===== config.mk =====
export PLATFORM = sky130hd
export DESIGN_NAME = twiddle_mult4_stage
export DESIGN_NICKNAME = d
export VERILOG_FILES = /design/src/rtl/twiddle_mult4_stage.sv
export SDC_FILE = /design/constraint.sdc
export NUM_CORES = 2
export LEC_CHECK = 0
export CAP_MARGIN = 15
export CORE_AREA = 3 3 291 293
export CTS_CLUSTER_DIAMETER = 30
export DETAILED_ROUTE_END_ITERATION = 10
export DIE_AREA = 0 0 294 296
export PLACE_DENSITY_LB_ADDON = 0.2
export SYNTH_ARGS = -nofsm -noshare
export SYNTH_HDL_FRONTEND = slang
export SYNTH_SLANG_ARGS = --single-unit

===== constraint.sdc =====
create_clock -name clk -period 8.4 [get_ports clk]
set_input_delay 0.84 -clock clk [delete_from_list [all_inputs] [get_ports clk]]
set_output_delay 0.84 -clock clk [all_outputs]
set_load 0.03 [all_outputs]

===== src/rtl/twiddle_mult4_stage.sv =====
// twiddle_mult4_stage: FFT twiddle multiply stage, 2-cycle pipeline, drives 4-entry ROM index.
// Optional macro TWID_ROUND_EN selects round-half-up scaling instead of truncation.
module twiddle_mult4_stage #(
    parameter int DATA_W = 16,
    parameter int HOLD   = 4
) (
    input  logic                     clk,
    input  logic                     rst,
    input  logic                     in_valid,
    input  logic signed [DATA_W-1:0] in_r,
    input  logic signed [DATA_W-1:0] in_i,
    output logic [1:0]               rom_4_counter,
    input  logic signed [8:0]        w_r,
    input  logic signed [8:0]        w_i,
    output logic                     out_valid,
    output logic signed [DATA_W-1:0] out_r,
    output logic signed [DATA_W-1:0] out_i
);
    localparam int PW = DATA_W + 9;
    localparam int SW = DATA_W + 10;
    localparam int HW = HOLD > 1 ? $clog2(HOLD) : 1;
    localparam logic signed [SW-1:0] MAXV = {{(SW-DATA_W+1){1'b0}}, {(DATA_W-1){1'b1}}};
    localparam logic signed [SW-1:0] MINV = {{(SW-DATA_W+1){1'b1}}, {(DATA_W-1){1'b0}}};
    localparam logic signed [SW-1:0] RND  = 64;

    logic [HW-1:0]        hcnt;
    logic                 v1;
    logic signed [PW-1:0] p0, p1, p2, p3;
    logic signed [SW-1:0] re, im, re_s, im_s;
    logic [DATA_W-1:0]    re_q, im_q;

    // The sample counter is split into a within-index count and the index itself.
    always_ff @(posedge clk) begin
        if (rst) begin
            hcnt          <= '0;
            rom_4_counter <= '0;
        end else if (in_valid) begin
            hcnt          <= (hcnt == HW'(HOLD - 1)) ? '0 : hcnt + 1'b1;
            rom_4_counter <= (hcnt == HW'(HOLD - 1)) ? rom_4_counter + 2'd1 : rom_4_counter;
        end
    end

    always_ff @(posedge clk) begin
        v1 <= ~rst & in_valid;
        if (in_valid) begin
            p0 <= in_r * w_r;
            p1 <= in_i * w_i;
            p2 <= in_r * w_i;
            p3 <= in_i * w_r;
        end
    end

    always_comb begin
        re = {p0[PW-1], p0} - {p1[PW-1], p1};
        im = {p2[PW-1], p2} + {p3[PW-1], p3};
`ifdef TWID_ROUND_EN
        re_s = (re + RND) >>> 7;
        im_s = (im + RND) >>> 7;
`else
        re_s = re >>> 7;
        im_s = im >>> 7;
`endif
        re_q = re_s > MAXV ? MAXV[DATA_W-1:0] : re_s < MINV ? MINV[DATA_W-1:0] : re_s[DATA_W-1:0];
        im_q = im_s > MAXV ? MAXV[DATA_W-1:0] : im_s < MINV ? MINV[DATA_W-1:0] : im_s[DATA_W-1:0];
    end

    always_ff @(posedge clk) begin
        out_valid <= ~rst & v1;
        if (rst) begin
            out_r <= '0;
            out_i <= '0;
        end else if (v1) begin
            out_r <= re_q;
            out_i <= im_q;
        end
    end
endmodule

==> impl_results.md <==
- Mean post-synth cell area: 9.89 sq um
- Io pins: 88
- Clock root buffer: clkbuf_16
- First-pass GRT wire length: 104000 microns
- Layout cells sized above 1: 4.95%
- Max Cap Violations: 0
- Tightest Hold Check Type: flip-flop to flip-flop
- Setup TNS: 0 ps
- Critical-path maximum fanout: 18
- Congestion Overflow GR: 0
- Post-synth EDFFs: 100
- Routability Congestion: 0.810
- Die Span Y: 296 microns
- Total die area: 87000 sq um
- Total length of routed wires: 62000 microns
- Yosys cell types: 77
- Area grow syn2layout: 10.8%
- Drt drc: 0
- FF+latch count, synth: 138
- DP HPWL: 51500 microns
- Async SR Flop Fraction: 0%
- Status: complete, no violations
- Critical Path Max Stage Delay: 1120 ps
- Maximum clock frequency: 138 MHz
- Synth area leader: fa_1
- Cells after Synth: 2578
- Top FF cell, synth: edfxtp_1
- Worst Setup Path Type: input port to flip-flop
- Post-DR vias/cell: 4.76
- Via count: 17700
- Top delay family on crit path: adder cells
- Worst skew pair latency: 480 ps
- Starting Density: 31.1%
- Die width: 294 microns
- CTS resizes: 0
- Final Net Count: 3421
- Worst-path clk slew: 70 ps
- Power Density: 396 nW/um^2
- Drt pass-1 iters: 5
- Leak: 13.4 nW
- Largest net degree at the start of global routing: 63
- Relative slew slack: 25.7%
- Endpoints failing hold: 0
- # rows: 105
- Least-Margin Pin Slew: 1110 ps
- Crit path DAT: 7530 ps
- Post-Syn Nets: 3364
- Clock Skew: 23.0 ps
- Leading post-synthesis cells by cell area: fa_1 (37%), ha_1 (13%), edfxtp_1 (12%)
- Port Buf Inserts: 87
- Worst Path Buf+Inv: 3
- CP startpoint kind: input port
- TritonCTS clock tree: built
- CTS Hold Bufs: 0
- Most frequent cell on the critical path: fa_1
- Fin crit share: 86.5%
- Core outline area: 82100 sq um
- Crit path required time: 8660 ps
- Cts bufs inserted: 17
- Slowest cell on the critical path: clkdlybuf4s50_1
- Vias in the first global route: 19000
- Gr usage total: 15.2%
- Sink Count: 138
- Initial drt markers: 883
- Core Util, Final: 34.4%
- Drt wl/cell: 16.7 microns
- CP endpoint kind: flip-flop
- Crit-path cells: clkdlybuf4s50_1 > nand2_1 > fa_1 > inv_1 > fa_1 > fa_1 > fa_1 > fa_1 > ha_1 > nor2b_1 > o21ai_0 > a211oi_1 > buf_4 > nor2_1 > a2111oi_0 > o31ai_1 > o21bai_1 > a21oi_1 > xnor2_1
- Routed Antenna Nets: 0
- CTS H-Tree Depth: 4
- WHS: 460 ps
- Unrepaired setup endpoints after global routing: false
- Endpoints failing setup: 0
- Postcts setup bufs: 0
- VDD IR max: 0.222 mV
- Initial antenna violation count: 3
- Min cycle time layout: 7260 ps
- Ys Warns: 0
- Synth top area share: 37.4%
- Sequential cell area fraction in the yosys report: 14.8%
- Max Root-Sink Buffers: 2
- Fin. max-slew vios: 0
- Mapped Area: 25500 sq um
## per-layer routing
layer  wire length [microns]  up-vias  share of wire [%]  global-route usage (%)
li1                        -     8214                  -                       -
met3                    2990       55                4.8                    2.49
met5                      13        -              0.021                       0
met4                    1060        2                1.7                    3.77
met1                   29600     9062                 48                    21.8
met2                   28400      388                 46                    24.0
## tightest hold or removal path: stages (launching register included)
cell	delay, ps
dfxtp_1	310
nand2_1	50
a2bb2oi_1	50
## per-stage QoR
step                setup WS (ps)  instances  instance area, sq um  total power [mW]
CTS                          1200       3718                 28300              11.5
global placement              761       3686                 27700              10.6
global route                  783       3719                 28300              12.6
floorplan                    2220       2578                 25500              8.35
finish                       1140       3720                 28300              11.2
detailed placement            677       3686                 27700              10.6
## cell type report
cell class	instances	area [sq um]
clock inverter	15	126
antenna	2	5.00
inverter	409	1540
timing repair buffer	140	1270
clock buffer	17	425
fill	8365	53900
tap	1070	1340
multi-input combinational	1929	19800
sequential	138	3760
## state kept, by name, indices dropped and copies added, names as in the netlist
register and count:
p1 25, p3 25, p0 25, hcnt 2, rom_4_counter 2, v1 1, out_i 16, out_valid 1
out_r 16, p2 25
## power by group
group	leakage (nW)	switching (mW)	internal [mW]	total [mW]
registers	1.29	0.114	1.41	1.53
clock network	0.279	0.349	0.388	0.737
logic	11.8	4.98	3.96	8.94
total	13.4	5.45	5.76	11.2
## cell usage in the layout, fill, tap and decap left out, types with 19 or more instances in the layout
| master | instances |
|---|---|
| xor2_1 | 26 |
| nor2b_1 | 20 |
| nand2b_1 | 19 |
| o21ai_0 | 22 |
| clkdlybuf4s50_1 | 86 |
| buf_4 | 54 |
| xnor2_1 | 99 |
| a21o_1 | 27 |
| and2_1 | 259 |
| nand2_1 | 311 |
| a21oi_1 | 62 |
| nor2_1 | 126 |
| dfxtp_1 | 38 |
| fa_1 | 476 |
| nor3_1 | 32 |
| edfxtp_1 | 100 |
| nand3_1 | 33 |
| ha_1 | 257 |
| inv_1 | 407 |
## cell usage after synthesis (8+ instances only)
| library cell | n |
|---|---|
| o21ai_0 | 22 |
| clkbuf_1 | 97 |
| a211oi_1 | 10 |
| and2_1 | 259 |
| a2bb2oi_2 | 10 |
| xnor2_1 | 99 |
| inv_1 | 407 |
| a211oi_2 | 10 |
| o21bai_1 | 15 |
| a21oi_1 | 62 |
| nor3_1 | 32 |
| nand3_1 | 33 |
| o21a_1 | 14 |
| xor2_1 | 26 |
| nor2b_1 | 20 |
| nand2_1 | 311 |
| ha_1 | 257 |
| nor2_1 | 126 |
| and3_1 | 8 |
| a21o_1 | 27 |
| nand2b_1 | 19 |
| fa_1 | 476 |
| dfxtp_1 | 38 |
| or3_1 | 13 |
| edfxtp_1 | 100 |
## worst paths after layout
check / from / to / slack (ps) / depth (start not counted)
max: in_i[8] / p3[24] / 1140 / 19
min: out_i[1] / out_i[1] / 460 / 2
max reg2reg: p2[4] / out_i[3] / 4470 / 12
min reg2reg: out_i[1] / out_i[1] / 460 / 2
## logic make-up (layout without fill, tap and decap cells)
logic type / Yosys count / count (layout) / share of synthesized area, %
buffers and inverters: 511 / 581 / 7.61
adder cells (fa/ha/maj): 733 / 733 / 50.0
multiplexers: 5 / 5 / 0.196
XOR/XNOR: 125 / 125 / 4.29
AND/OR/NAND/NOR: 838 / 838 / 16.0
flip-flops: 138 / 138 / 14.8
AO/OA/AOI/OAI: 228 / 228 / 7.15
other: 0 / 2 / 0
No activity file was read; power rests on OpenSTA's default activity.
